<file path="config.mk">
export PLATFORM = sky130hd
export DESIGN_NAME = mux151_scan_capture_flat
export DESIGN_NICKNAME = d
export VERILOG_FILES = /design/src/rtl/mux151_scan_capture_if.sv /design/src/rtl/mux151_scan_capture.sv /design/src/flat_wrapper.sv
export SDC_FILE = /design/constraint.sdc
export NUM_CORES = 1
export LEC_CHECK = 0
export CORE_UTILIZATION = 30
export DETAILED_ROUTE_END_ITERATION = 6
export PLACE_DENSITY = 0.51
export SETUP_SLACK_MARGIN = 0.15
export SLEW_MARGIN = 0
export SYNTH_ARGS = -nofsm -noshare
export SYNTH_HDL_FRONTEND = slang
export SYNTH_SLANG_ARGS = --single-unit
</file>
<file path="constraint.sdc">
create_clock -name clk -period 4 [get_ports clk]
set_input_delay 0.8 -clock clk [delete_from_list [all_inputs] [get_ports clk]]
set_output_delay 0.8 -clock clk [all_outputs]
set_load 0.02 [all_outputs]
</file>
<file path="src/rtl/mux151_scan_capture_if.sv">
// Bus between the scan sequencer and its surroundings: the start/busy/done
// handshake, the captured result, and the pins of the single '151 mux.
interface mux151_scan_capture_if;
  // Handshake: start is sampled only while busy is low, and a high sample
  // launches one scan. busy stays high from that edge until the done cycle
  // ends. done is a one-cycle pulse, and data/err are valid in that cycle.
  // data/err then hold until the next done or reset.
  logic       start;
  logic       busy;
  logic       done;
  logic [7:0] data;
  logic       err;
  logic [2:0] mux_sel;
  logic       mux_strobe;
  logic       mux_y;
  logic       mux_w;

  modport master (
    output start, mux_y, mux_w,
    input  busy, done, data, err, mux_sel, mux_strobe
  );

  modport slave (
    input  start, mux_y, mux_w,
    output busy, done, data, err, mux_sel, mux_strobe
  );
endinterface

</file>
<file path="src/rtl/mux151_scan_capture.sv">
// Walks one 74LS151 through all eight addresses, waits SETTLE_CYCLES after
// each select change, samples Y (and checks W against ~Y), then presents the word.
module mux151_scan_capture #(
  parameter int unsigned SETTLE_CYCLES = 1,
  parameter bit          CHECK_W       = 1'b1
) (
  input  logic                     clk,
  input  logic                     rst,
  mux151_scan_capture_if.slave     bus,
  output logic [1:0]               dbg_state
);

  localparam logic [1:0] ST_IDLE   = 2'd0;
  localparam logic [1:0] ST_SETTLE = 2'd1;
  localparam logic [1:0] ST_SAMPLE = 2'd2;
  localparam logic [1:0] ST_DONE   = 2'd3;

  localparam logic [3:0] SETTLE_LD = 4'(SETTLE_CYCLES);
  localparam bit         NO_SETTLE = (SETTLE_CYCLES == 0);

  logic [1:0] state;
  logic [2:0] sel;
  logic [3:0] cnt;
  logic [7:0] shadow;
  logic       err_acc;
  logic [7:0] data_q;
  logic       err_q;

  logic [7:0] shadow_nx;
  logic       samp_mis;

  // The word including the bit being sampled this cycle, so the last
  // sample can be published at DONE entry without an extra cycle.
  always_comb begin
    shadow_nx      = shadow;
    shadow_nx[sel] = bus.mux_y;
  end

  assign samp_mis = CHECK_W && (bus.mux_w == bus.mux_y);

  always_ff @(posedge clk) begin
    if (rst) begin
      state   <= ST_IDLE;
      sel     <= 3'd0;
      cnt     <= 4'd0;
      shadow  <= 8'h00;
      err_acc <= 1'b0;
      data_q  <= 8'h00;
      err_q   <= 1'b0;
    end else begin
      case (state)
        ST_IDLE: begin
          sel <= 3'd0;
          if (bus.start) begin
            shadow  <= 8'h00;
            err_acc <= 1'b0;
            cnt     <= SETTLE_LD;
            state   <= NO_SETTLE ? ST_SAMPLE : ST_SETTLE;
          end
        end
        ST_SETTLE: begin
          // cnt was loaded with SETTLE_CYCLES, so leaving at 1 gives exactly that many cycles here.
          if (cnt <= 4'd1) state <= ST_SAMPLE;
          if (cnt != 4'd0) cnt <= cnt - 4'd1;
        end
        ST_SAMPLE: begin
          shadow  <= shadow_nx;
          err_acc <= err_acc | samp_mis;
          if (sel == 3'd7) begin
            sel    <= 3'd0;
            data_q <= shadow_nx;
            err_q  <= err_acc | samp_mis;
            state  <= ST_DONE;
          end else begin
            sel   <= sel + 3'd1;
            cnt   <= SETTLE_LD;
            state <= NO_SETTLE ? ST_SAMPLE : ST_SETTLE;
          end
        end
        ST_DONE: begin
          state <= ST_IDLE;
        end
        default: begin
          state <= ST_IDLE;
        end
      endcase
    end
  end

  assign bus.mux_sel    = sel;
  assign bus.mux_strobe = (state == ST_IDLE) || (state == ST_DONE);
  assign bus.busy       = (state != ST_IDLE);
  assign bus.done       = (state == ST_DONE);
  assign bus.data       = data_q;
  assign bus.err        = err_q;
  assign dbg_state      = state;

endmodule
</file>
<file path="src/flat_wrapper.sv">
// flat-port wrapper written by rule: the top's interface ports become plain ports
module mux151_scan_capture_flat 
#(
  parameter int unsigned SETTLE_CYCLES = 1,
  parameter bit          CHECK_W       = 1'b1
)
  (clk, rst, dbg_state, bus_start, bus_mux_y, bus_mux_w, bus_busy, bus_done, bus_data, bus_err, bus_mux_sel, bus_mux_strobe);
  mux151_scan_capture_if bus_i ();
  input  logic clk;
  input  logic rst;
  output logic [1:0] dbg_state;
  input wire logic [$bits(bus_i.start)-1:0] bus_start;
  input wire logic [$bits(bus_i.mux_y)-1:0] bus_mux_y;
  input wire logic [$bits(bus_i.mux_w)-1:0] bus_mux_w;
  output wire logic [$bits(bus_i.busy)-1:0] bus_busy;
  output wire logic [$bits(bus_i.done)-1:0] bus_done;
  output wire logic [$bits(bus_i.data)-1:0] bus_data;
  output wire logic [$bits(bus_i.err)-1:0] bus_err;
  output wire logic [$bits(bus_i.mux_sel)-1:0] bus_mux_sel;
  output wire logic [$bits(bus_i.mux_strobe)-1:0] bus_mux_strobe;
  assign bus_i.start = bus_start;
  assign bus_i.mux_y = bus_mux_y;
  assign bus_i.mux_w = bus_mux_w;
  assign bus_busy = bus_i.busy;
  assign bus_done = bus_i.done;
  assign bus_data = bus_i.data;
  assign bus_err = bus_i.err;
  assign bus_mux_sel = bus_i.mux_sel;
  assign bus_mux_strobe = bus_i.mux_strobe;
  mux151_scan_capture #(.SETTLE_CYCLES(SETTLE_CYCLES), .CHECK_W(CHECK_W)) u_core (.clk(clk), .rst(rst), .bus(bus_i), .dbg_state(dbg_state));
endmodule
</file>
* Yosys cells after proc, flatten, opt, wreduce, memory -nomap -nowiden
Index checks and enable logic that the tools add are counted.
** Word-level totals
- Flip-flop bits (word level) :: 27
- Latch bits :: 0
- Bits in writable memories :: 0
- ROM bits :: 0
- Input port bits :: 5
- Output and inout bits :: 17
- Memories :: 0
** Cells by class
- Add/subtract/negate cells :: 2
- Multipliers :: 0
- Div/mod/pow operators :: 0
- Magnitude comparators :: 3
- Equality and inequality tests :: 9
- Shifts and indexed selects :: 0
- Mux-type cells :: 17
- Bitwise operators :: 1
- Reduce and logical (&&, ||, !) cells :: 11
** Operators with widths (number)
- $pmux 8 s2 :: 1
- $mux 4 :: 3
- $pmux 4 s3 :: 1
- $bwmux 8 :: 1
- $mux 8 :: 1
- $pmux 2 s4 :: 1
- $mux 2 :: 3
- $pmux 3 s2 :: 1
- $reduce_and 2->1 :: 3
- $eq 2x2->1 const B :: 2
- $le 4x1->1 const B :: 1
- $lt 3x4->1 const B :: 1
- $ne 2x1->1 const B :: 2
- $ne 2x2->1 const B :: 2
- $reduce_and 4->1 :: 1
- $reduce_bool 2->1 :: 2
- $reduce_bool 4->1 :: 1
- $sub 4x1->4 const B :: 1
- $add 3x1->3 const B :: 1
- $demux 1 s3 :: 1
- $eq 3x3->1 const B :: 1
- $ge 3x1->1 const B :: 1
- $mux 3 :: 1
- $reduce_bool 3->1 :: 1
- other kinds (8) :: 9

* Logic depth before layout (Yosys ltp)
Gate-level depths: netlist (run 1).
- Depth after elaboration :: 6
- Mapped depth :: 7
- Depth with buffers taken out :: 6

* Least setup slack after synthesis (run 1)
No wires, ideal clock.
- Kind :: reg2out
- Start :: reg u_core.state[0], in the netlist u_core.dbg_state[0]
- End :: out bus_busy
- Data arrival time :: 1.097 ns
- Required time :: 3.200 ns
- Slack :: 2.103 ns
- Stages on the path, launching flop included :: 4
- Path buffers :: 0
- Cell sequence :: dfxtp_1 > inv_1 > ha_1 > inv_1
** Between the ends
- Word-level cells in the longest chain between the ends :: 1
** RTL lines
- start: declaration :: RTL line mux151_scan_capture.sv:21 : logic [1:0] state;
- start signal: assignment :: RTL line mux151_scan_capture.sv:58 : state <= NO_SETTLE ? ST_SAMPLE : ST_SETTLE;
- start signal: assignment :: RTL line mux151_scan_capture.sv:77 : state <= NO_SETTLE ? ST_SAMPLE : ST_SETTLE;
- $reduce_bool 2->1 :: RTL line mux151_scan_capture.sv:92 : assign bus.busy = (state != ST_IDLE);
- end: declaration :: RTL line flat_wrapper.sv:15 : output wire logic [$bits(bus_i.busy)-1:0] bus_busy;
No other way between the ends.

* Worst setup path in the final report (run 1)
- Start :: reg u_core.state[1], in the netlist u_core.dbg_state[1]
- End :: out bus_busy
The elaborated chain is that of the path after synthesis.

==> summary.md, run 1 <==
| Metric | Value |
|---|---|
| Outcome | finished clean |
| Most used cell, CP | inv_1 |
| Largest net degree at the start of global routing | 30 |
| Final HPWL DP | 2310 um |
| First-pass GRT wire length | about 6000 um |
| Register area share after synthesis | between 30% and 40% |
| Footprint of the multi-input gates | between 900 and 1000 um2 |
| FF+latch area | around 540 um2 |
| Area grow syn2layout | 16.6% |
| Cells along the critical path | inv_1, ha_1, inv_1, clkdlybuf4s50_1 |
| Post-Route Setup TNS | 0 ps |
| Clk buf depth | 2 |
| Fillers | 490 |
| PostCTS Resize Cnt | 0 |
| Hold Startpoint | u_core.bus.data[7] |
| Routed len/inst | roughly 14 um |
| DIE WIDTH | around 74 um |
| Max Clock Freq | around 0.38 GHz |
| Flops & latches, synth | 27 |
| Syn_area_per_cell | around 9.6 um2 |
| Crit path arrival time | between 1500 and 2000 ps |
| Min-Delay Path Class | flip-flop to flip-flop |
| Sink Count | 27 |
| Finish-stage setup viols | 0 |
| Vias per cell | a little over 5 |
| Initial antenna violation count | 0 |
| Crit-path slowest cell | clkdlybuf4s50_1 |
| Routed Antenna Nets | 0 |
| Dpl cells | between 200 and 250 |
| Cell Count, Final, Fillers Out | 242 |
| Crit share post-route | about two thirds |
| # Post-CTS Setup Buffers | 0 |
| Worst vdd ir | about 0.24 mV |
| # nets final | 190 |
| Startpoint types | flip-flop |
| Post-Syn Area | 1550 um2 |
| Share of layout cells above drive strength 1 | 9.71% |
| Final WL | around 3400 um |
| Unrepaired setup endpoints after global routing | no |
| Layout Skew | between 4 and 5 ps |
| Worst Path Required | between 3000 and 4000 ps |
| Core area | 4850 um2 |
| Site Rows | 25 |
| Hold EP | u_core.bus.data[7] |
| Worst slew margin | between 20% and 30% |
| Clock root buffer | clkbuf_8 |
| Reg-to-reg endpoint | u_core.cnt[0] |
| Buffers on Ports | 21 |
| Placer's final routability congestion estimate | about 0.76 |
| Starting density of the core | 32.0% |
| Synth async-reset ratio | 0% |
| PwrDens | between 400 and 500 nW/um2 |
| DRC | 0 |
| P_leak | a little over 0.6 nW |
| Pins Over Slew Limit | 0 |
| Crit. End Element | primary output |
| H-Tree Depth | 1 |
| Clk slew on worst S/H paths | around 90 ps |
| CP max FO | 7 |
| Post-CTS Hold Fix Bufs | 0 |
| Syn nets | 176 |
| Cell variety after synth | between 40 and 50 |
| Worst reg2reg path depth | 6 |
| Reg2Reg Setup Slack | approximately 1900 ps |
| Total gr overflow | 0 |
| Antenna cells | 0 |
| DR pass1 iterations | 4 |
| Max incr delay on CP | ~600 ps |
| Worst hold path stage count | 2 |
| Maxcap violations | 0 |
| Slew @ Worst Pin | ~1100 ps |
| Vias in the first global route | approximately 1,300 |
| Fin crit period | 2650 ps |
| Detailed router's first-iteration violation count | a little over 70 |
| Yosys warning total | 0 |
| Die H | between 70 and 80 um |
| I/O pins | 22 |
| Setup crit start | u_core.dbg_state[1] |
| Fin. Hold Viols | 0 |
| CTS tree | yes |
| DR vias | 1,241 |
| Worst r2r src | u_core.bus.mux_sel[0] |
| Syn Inst Count | 162 |
| Post-synth EDFFs | 0 |
| Most used DFF post-synth | dfxtp_1 |
| Gr usage total | 14.5% |
| Clk_lat worst skew | between 200 and 300 ps |
| Die area | around 5500 um2 |
| Num CTS Buffers | 3 |
| WS Path Type | flip-flop to primary output |
-- registers in the layout, indices dropped and copies added, names as in the netlist --
signal	flops
u_core.bus.err	1
u_core.bus.data	8
u_core.dbg_state	2
u_core.bus.mux_sel	3
u_core.cnt	4
u_core.shadow	8
u_core.err_acc	1
-- synthesized netlist by cell type, types with 2 or more instances --
library cell	n	share of area, %
nor3_1	3	0.97
nand2_1	7	1.7
clkbuf_1	2	0.48
nand4b_1	3	1.7
o41ai_1	3	1.7
mux2i_1	9	5.8
nand4_1	2	0.81
buf_6	4	2.9
nor3b_2	2	1.6
nand3b_1	8	3.9
ha_1	9	7.3
a21oi_1	10	3.2
nand3_1	5	1.6
buf_2	5	1.6
a22oi_1	4	1.9
nor2b_1	3	1.2
nor2_1	13	3.1
inv_1	6	1.5
a211oi_1	8	3.9
a31oi_1	5	2.0
nor3b_1	3	1.5
dfxtp_1	27	35
-- logic make-up after synthesis --
logic type / share of synthesized area (%)
AND/OR/NAND/NOR: 25.7
AO/OA/AOI/OAI: 18.3
flip-flops: 34.8
buffers and inverters: 6.69
multiplexers: 6.69
adder cells (fa/ha/maj): 7.25
XOR/XNOR: 0.564
-- per-layer routing --
layer | track usage (%) | part of all wire (%) | up-vias | wire length, um
li1 | - | - | 621 | -
met1 | 18.5 | 47 | 591 | 1610
met2 | 24.0 | 50 | 25 | 1710
met3 | 2.17 | 2.6 | 4 | 88
met4 | 6.62 | 1.1 | 0 | 37
met5 | 0 | 0 | - | 0
-- layout by cell type (no fill, tap or decap), types with 2 or more instances in the layout --
cell type | synthesis | routed
nand4b_1 | 3 | 3
nor3b_2 | 2 | 2
inv_1 | 6 | 6
nand3_1 | 5 | 5
a21oi_1 | 10 | 10
clkdlybuf4s50_1 | 0 | 21
nand2_1 | 7 | 7
a211oi_1 | 8 | 8
nor2_1 | 13 | 13
mux2i_1 | 9 | 9
ha_1 | 9 | 9
a22oi_1 | 4 | 4
nor3b_1 | 3 | 3
nand4_1 | 2 | 2
clkbuf_8 | 0 | 3
nand3b_1 | 8 | 8
o41ai_1 | 3 | 3
nor2b_1 | 3 | 3
nor3_1 | 3 | 3
a31oi_1 | 5 | 5
dfxtp_1 | 27 | 27
-- per-stage QoR --
stage	hold slack [ps]	utilization (%)	instance area [um2]	power, mW	setup WS (ps)
5_1_grt	536	37.3	1810	0.872	1240
2_1_floorplan	470	-	1550	0.567	2100
6_report	504	37.3	1810	0.818	1350
4_1_cts	509	37.3	1810	0.827	1340
3_3_place_gp	481	36.4	1770	0.657	1480
3_5_place_dp	490	36.4	1770	0.667	1420
-- where the power goes --
group / switching, mW / total, mW / internal (mW) / leakage [nW]
Sequential: 0.0314 / 0.319 / 0.288 / 0.218
Combinational: 0.196 / 0.341 / 0.146 / 0.372
Clock: 0.0855 / 0.157 / 0.0714 / 0.0228
-- cell type report --
class	count	share of cell area, %
well taps	67	4.63
repair buffers	21	11.6
clock buffers	4	2.49
multi-input cells	117	50.2
inverters	6	1.24
flip-flops and latches	27	29.9
-- how the worst max path moves through the flow --
stage	depth (start not counted)	endpoint	slack (ps)
global route	4	bus_busy	1240
detailed placement	3	u_core.dbg_state[1]	1420
floorplan	3	bus_busy	2100
CTS	4	bus_busy	1340
global placement	3	u_core.dbg_state[1]	1480
finish	4	bus_busy	1350
-- critical path, delay by kind of cell, from the launching register on --
family     cells  cell delay (ps)
buf+inv        3              830
flops          1              450
fa+ha+maj      1              300
Note: power is estimated with default switching activity, not from simulation.
==> run 2, diff against run 1 <==
clock period = 2.66 ns   (was 4 ns; I/O delays follow)
==> run 2 against run 1 <==
  * Worst hold slack gained 1.0 ps
  * Die area is the same
  * Global-route usage shrank 0.62 points
  * Combinational power grew 53%
  * Power grew 52%
  * Sequential cell count is the same
  * Register-to-register slack lost 1300 ps
  * Critical path type unchanged
  * Critical endpoint unchanged
  * Largest power group unchanged
  * Highest routed layer unchanged
==> summary.md, run 2 (same netlist as run 1, synthesis figures left out) <==
| Metric | Value |
|---|---|
| Outcome | finished clean (unchanged) |
| Die H | 73.9 um (unchanged) |
| Post-Route Setup TNS | 0 ps (unchanged) |
| Vias in the first global route | 1,252 (was 1,306) |
| Sink Count | 27 (unchanged) |
| Num CTS Buffers | 3 (unchanged) |
| Worst slew margin | 58.6% (was 25.1%) |
| Final Cell Area | 1820 um2 (was 1810 um2) |
| Crit path arrival time | 1750 ps (was 1850 ps) |
| Final HPWL DP | 2400 um (was 2310 um) |
| Startpoint types | flip-flop (unchanged) |
| PwrDens | 681 nW/um2 (was 452 nW/um2) |
| Worst Path Required | 2130 ps (was 3200 ps) |
| Post-CTS Hold Fix Bufs | 0 (unchanged) |
| Crit. End Element | primary output (unchanged) |
| Reg-to-reg endpoint | u_core.cnt[0] (unchanged) |
| Crit path to | bus_busy (unchanged) |
| Worst reg2reg path depth | 6 (unchanged) |
| Commonest non-fill, non-tap cells in the layout | dfxtp_1, clkdlybuf4s50_1, nor2_1 (unchanged) |
| Crit share post-route | 85.6% |
| Largest net degree at the start of global routing | 22 (was 30) |
| Worst vdd ir | 0.340 mV (was 0.235 mV) |
| Fin crit period | between 2000 and 2500 ps |
| Clk buf depth | 2 (unchanged) |
| Slew @ Worst Pin | 620 ps (was 1120 ps) |
| # nets final | 191 (was 190) |
| Maxcap violations | 0 (unchanged) |
| Setup crit start | u_core.dbg_state[0] (was u_core.dbg_state[1]) |
| Clock root buffer | clkbuf_8 (unchanged) |
| Total gr overflow | 0 (unchanged) |
| Antenna cells | 0 (unchanged) |
| Dpl cells | 239 (was 238) |
| Gr usage total | 13.9% (was 14.5%) |
| Starting density of the core | 32.0% (unchanged) |
| Commonest non-fill, non-tap cell in the layout | dfxtp_1 (unchanged) |
| Clk_lat worst skew | 270 ps (about the same) |
| CTS tree | yes (unchanged) |
| Final WL | 3420 um (was 3440 um) |
| P_leak | 0.620 nW (was 0.613 nW) |
| Tot Pwr | 1.24 mW (was 818 uW) |
| Fillers | 493 (was 490) |
| I/O pins | 22 (unchanged) |
| Cell Count, Final, Fillers Out | 243 (was 242) |
| DR vias | 1,240 (was 1,241) |
| Routed len/inst | 14.1 um (was 14.2 um) |
| Clk slew on worst S/H paths | 90 ps (about the same) |
| DRC | 0 (unchanged) |
| Initial antenna violation count | 0 (unchanged) |
| Vias per cell | 5.10 (was 5.13) |
| Fin util | 37.6% (was 37.3%) |
| Min-Delay Path Class | flip-flop to flip-flop (unchanged) |
| # Post-CTS Setup Buffers | 0 (unchanged) |
| Dpl cell area | 1770 um2 (about the same) |
| DR pass1 iterations | 4 (unchanged) |
| CP max FO | 7 (unchanged) |
| Reg2Reg Setup Slack | 610 ps (was 1880 ps) |
| Detailed router's first-iteration violation count | 86 (was 71) |
| Unrepaired setup endpoints after global routing | no (unchanged) |
| Buffers on Ports | 21 (unchanged) |
| WS Path Type | flip-flop to primary output (unchanged) |
| Max Clock Freq | approximately 0.44 GHz |
| Placer's final routability congestion estimate | 0.792 (was 0.757) |
| Finish-stage setup viols | 0 (unchanged) |
| Pins Over Slew Limit | 0 (unchanged) |
| Area grow syn2layout | 17.3% (was 16.6%) |
| Site Rows | 25 (unchanged) |
| Fin. Hold Viols | 0 (unchanged) |
| Worst r2r src | u_core.bus.mux_sel[0] (unchanged) |
| Routed Antenna Nets | 0 (unchanged) |
| Core area | 4850 um2 (unchanged) |
| H-Tree Depth | 1 (unchanged) |
| DIE WIDTH | 73.9 um (unchanged) |
| Layout Skew | 3.53 ps (was 4.42 ps) |
| First-pass GRT wire length | 5810 um (was 6030 um) |
| Share of layout cells above drive strength 1 | 11.4% (was 9.71%) |
| Die area | 5470 um2 (unchanged) |
-- run 2: changes by cell type in the layout (fill, tap and decap cells not counted), sizes merged --
cell / change
buf: +1
clkbuf: -1
clkinv: +1
-- run 2: report_power, final --
group / total (mW) / internal [mW] / switching, mW
clock: 0.241 / 0.105 / 0.135
combinational: 0.522 / 0.225 / 0.297
sequential: 0.478 / 0.433 / 0.0453
-- run 2: how the worst min path moves through the flow --
stage,startpoint,to,cells past startpoint
after global routing,u_core.bus.err,u_core.bus.err,2
after global placement,u_core.shadow[5],u_core.shadow[5],2
after CTS,u_core.shadow[2],u_core.shadow[2],2
after floorplan,u_core.shadow[3],u_core.shadow[3],2
after detailed placement,u_core.shadow[5],u_core.shadow[5],2
final,u_core.shadow[7],u_core.shadow[7],2
-- run 2: area by class of cell --
| class | instances | area [um2] | share of cell area (%) |
|---|---|---|---|
| Tap cell | 67 | 83.8 | 4.60 |
| Timing Repair Buffer | 22 | 218 | 12.0 |
| Sequential cell | 27 | 541 | 29.7 |
| Clock buffer | 3 | 41.3 | 2.27 |
| Multi-Input combinational cell | 117 | 911 | 50.0 |
| Inverter | 6 | 22.5 | 1.24 |
| Clock inverter | 1 | 5.00 | 0.275 |
-- run 2: per-stage QoR --
stage | hold WS (ps) | setup WS, ps
after floorplan | 470 | 913
after CTS | 509 | 277
after global routing | 528 | 235
final | 505 | 382
after detailed placement | 495 | 600
after global placement | 481 | 646
-- run 2: repair_timing --
item / 4_1_cts / 5_1_grt
gates resized for setup: 0 / 1
setup endpoints to repair: 0 / 1
hold endpoints to repair: 0 / 0
-- run 2: metal layers --
metal,vias up,wire length [um],track usage (%)
met2,20,1660,23.5
li1,627,-,-
met3,7,118,2.57
met1,586,1580,16.8
met5,-,0,0
met4,0,61,6.84
-- run 2: critical path: stages, from the launching register on --
cell and delay, ps:
dfxtp_1 410, inv_1 120, ha_2 260, inv_1 80, clkdlybuf4s50_1 600
==> run 3, diff against run 2 <==
--- a/config.mk
+++ b/config.mk
@@ -6,4 +6,5 @@
 export NUM_CORES = 1
 export LEC_CHECK = 0
+export CORE_MARGIN = 2
 export CORE_UTILIZATION = 30
 export DETAILED_ROUTE_END_ITERATION = 6
@@ -14,2 +15,3 @@
 export SYNTH_HDL_FRONTEND = slang
 export SYNTH_SLANG_ARGS = --single-unit
+export TNS_END_PERCENT = 10
==> constraint.sdc (replaced) <==
create_clock -name clk -period 2.66 [get_ports clk]
set_input_delay 0.532 -clock clk [delete_from_list [all_inputs] [get_ports clk]]
set_output_delay 0.532 -clock clk [all_outputs]
set_load 0.05 [all_outputs]
==> run 3 against run 2 <==
  * Combinational power grew 13%
  * Clock skew grew 1.6 ps
  * Sequential cell count is the same
  * Highest routed layer unchanged
==> summary.md, run 3 (same netlist as run 1, synthesis figures left out) <==
| Metric | Value |
|---|---|
| Routed len/inst | 13.8 um (was 14.1 um) |
| Max incr delay on CP | 930 ps (was 600 ps) |
| Slew @ Worst Pin | 645 ps (was 620 ps) |
| Initial antenna violation count | 0 (unchanged) |
| DR pass1 iterations | 4 (unchanged) |
| Layout Skew | 5.13 ps (was 3.53 ps) |
| Buffers & Inverters on Critical Path | 1 (was 3) |
| Pre-CTS setup slack | 419 ps (was 600 ps) |
| Post-CTS Hold Fix Bufs | 0 (unchanged) |
| Die H | 75.9 um (was 73.9 um) |
| Pins Over Slew Limit | 0 (unchanged) |
| Finish-stage setup viols | 0 (unchanged) |
| Worst hold path stage count | 2 (unchanged) |
| Num CTS Buffers | 3 (unchanged) |
| Final Cell Area | 1830 um2 (was 1820 um2) |
| Worst Path Required | 2130 ps (about the same) |
| Vias in the first global route | 1,196 (was 1,252) |
| Final HPWL DP | 2420 um (was 2400 um) |
| Antenna cells | 0 (unchanged) |
| CP top delay family | buffers and inverters (unchanged) |
| Detailed router's first-iteration violation count | 57 (was 86) |
| Fin. Hold Viols | 0 (unchanged) |
| Area grow syn2layout | 17.6% (was 17.3%) |
| Worst vdd ir | 0.522 mV (was 0.340 mV) |
| Site Rows | 26 (was 25) |
| Post-Route Setup TNS | 0 ps (unchanged) |
| Crit-path slowest cell | clkdlybuf4s50_1 (unchanged) |
| Clk_lat worst skew | 270 ps (about the same) |
| Starting density of the core | 30.8% (was 32.0%) |
| Total gr overflow | 0 (unchanged) |
| WS Path Type | flip-flop to primary output (unchanged) |
| Startpoint types | flip-flop (unchanged) |
| DIE WIDTH | 75.9 um (was 73.9 um) |
| First-pass GRT wire length | 5780 um (was 5810 um) |
| CTS tree | yes (unchanged) |
| Die area | 5770 um2 (was 5470 um2) |
| Min setup slack post-route | 179 ps (was 382 ps) |
| Routed Antenna Nets | 0 (unchanged) |
| Unrepaired setup endpoints after global routing | yes (was no) |
| I/O pins | 22 (unchanged) |
| Worst reg2reg path depth | 6 (unchanged) |
| Worst slew margin | 57.0% (was 58.6%) |
| Gr usage total | 12.1% (was 13.9%) |
| GR Util met1 | 15.5% (was 16.8%) |
| Outcome | finished clean (unchanged) |
| Final WL | 3410 um (was 3420 um) |
| Maxcap violations | 0 (unchanged) |
| Commonest non-fill, non-tap cell in the layout | dfxtp_1 (unchanged) |
| Fin crit period | 2480 ps (was 2280 ps) |
| Clk buf depth | 2 (unchanged) |
| Crit path arrival time | 1950 ps (was 1750 ps) |
| Placer's final routability congestion estimate | 0.730 (was 0.792) |
| Clock root buffer | clkbuf_8 (unchanged) |
| GR Layer Usage met2 | 20.0% (was 23.5%) |
| Crit path depth | 1 (was 4) |
| Vias per cell | 5.08 (was 5.10) |
| DRC | 0 (unchanged) |
| Met3 usage | 2.38% (was 2.57%) |
| P_leak | 0.625 nW (was 0.620 nW) |
| H-Tree Depth | 1 (unchanged) |
| Crit. End Element | primary output (unchanged) |
| Max Clock Freq | 0.403 GHz (was 0.439 GHz) |
| Crit share post-route | 93.3% (was 85.6%) |
| Tot Pwr | 1.31 mW (was 1.24 mW) |
| Cells along the critical path | clkdlybuf4s50_1 (was inv_1, ha_2, inv_1, clkdlybuf4s50_1) |
| Min-Delay Path Class | flip-flop to flip-flop (unchanged) |
| PwrDens | 718 nW/um2 (was 681 nW/um2) |
| CP max FO | 15 (was 7) |
| Commonest non-fill, non-tap cells in the layout | dfxtp_1, clkdlybuf4s50_1, nor2_1 (unchanged) |
| Global routing's busiest layer | met2 (unchanged) |
| Largest net degree at the start of global routing | 22 (unchanged) |
| Buffers on Ports | 21 (unchanged) |
| # nets final | 191 (unchanged) |
| Core area | 5040 um2 (was 4850 um2) |
| Reg2Reg Setup Slack | 550 ps (was 610 ps) |
| Share of layout cells above drive strength 1 | 10.8% (was 11.4%) |
| Dpl cell area | 1780 um2 (was 1770 um2) |
| DR vias | 1,249 (was 1,240) |
| Fillers | 519 (was 493) |
| Clk slew on worst S/H paths | 100 ps (was 90 ps) |
| Sink Count | 27 (unchanged) |
## run 3: cell types whose count changed in the layout (fill, tap and decap cells not counted)
cell | previous run | this run
ha_2 | 1 | 0
ha_1 | 8 | 9
dlymetal6s2s_1 | 0 | 1
dlygate4sd2_1 | 0 | 1
clkdlybuf4s50_1 | 21 | 19
clkinvlp_4 | 0 | 1
clkinv_2 | 1 | 0
## run 3: per-layer routing
metal  routed length [um]  vias to the layer above  share of wire [%]
li1                     -                      621                  -
met3                  159                        4                4.7
met1                 1640                      597                 48
met4                   40                        0                1.2
met2                 1570                       27                 46
met5                    0                        -                  0
## run 3: path summary, 6_finish.rpt
check                     endpoint             startpoint
setup / recovery    bus_mux_sel[0]  u_core.bus.mux_sel[0]
hold / removal    u_core.shadow[5]       u_core.shadow[5]
setup reg to reg     u_core.cnt[0]  u_core.bus.mux_sel[0]
hold reg to reg   u_core.shadow[5]       u_core.shadow[5]
## run 3: stage by stage
step	util (%)	std cells	hold WS (ps)
floorplan	-	162	470
global placement	35.2	242	480
detailed placement	35.2	242	489
CTS	36.2	246	505
global route	36.2	246	531
finish	36.2	246	503
## run 3: cell type report
cell class	count	area, um2	share of cell area [%]
Multi-Input combinational cell	117	908	49.7
Tap cell	70	87.6	4.79
Sequential cell	27	541	29.6
Inverter	6	22.5	1.23
Clock inverter	1	7.51	0.411
Clock buffer	3	41.3	2.26
Timing Repair Buffer	22	219	12.0
## run 3: power breakdown
group	internal [mW]	total, mW	switching (mW)
registers	0.433	0.479	0.0456
logic	0.211	0.591	0.380
clock network	0.106	0.242	0.136
## run 3: repair_timing
item / in CTS / in global routing
setup endpoints to repair: 1 / 2
setup buffers: 0 / 0
gates cloned: 0 / 0
gates resized for setup: 1 / 1
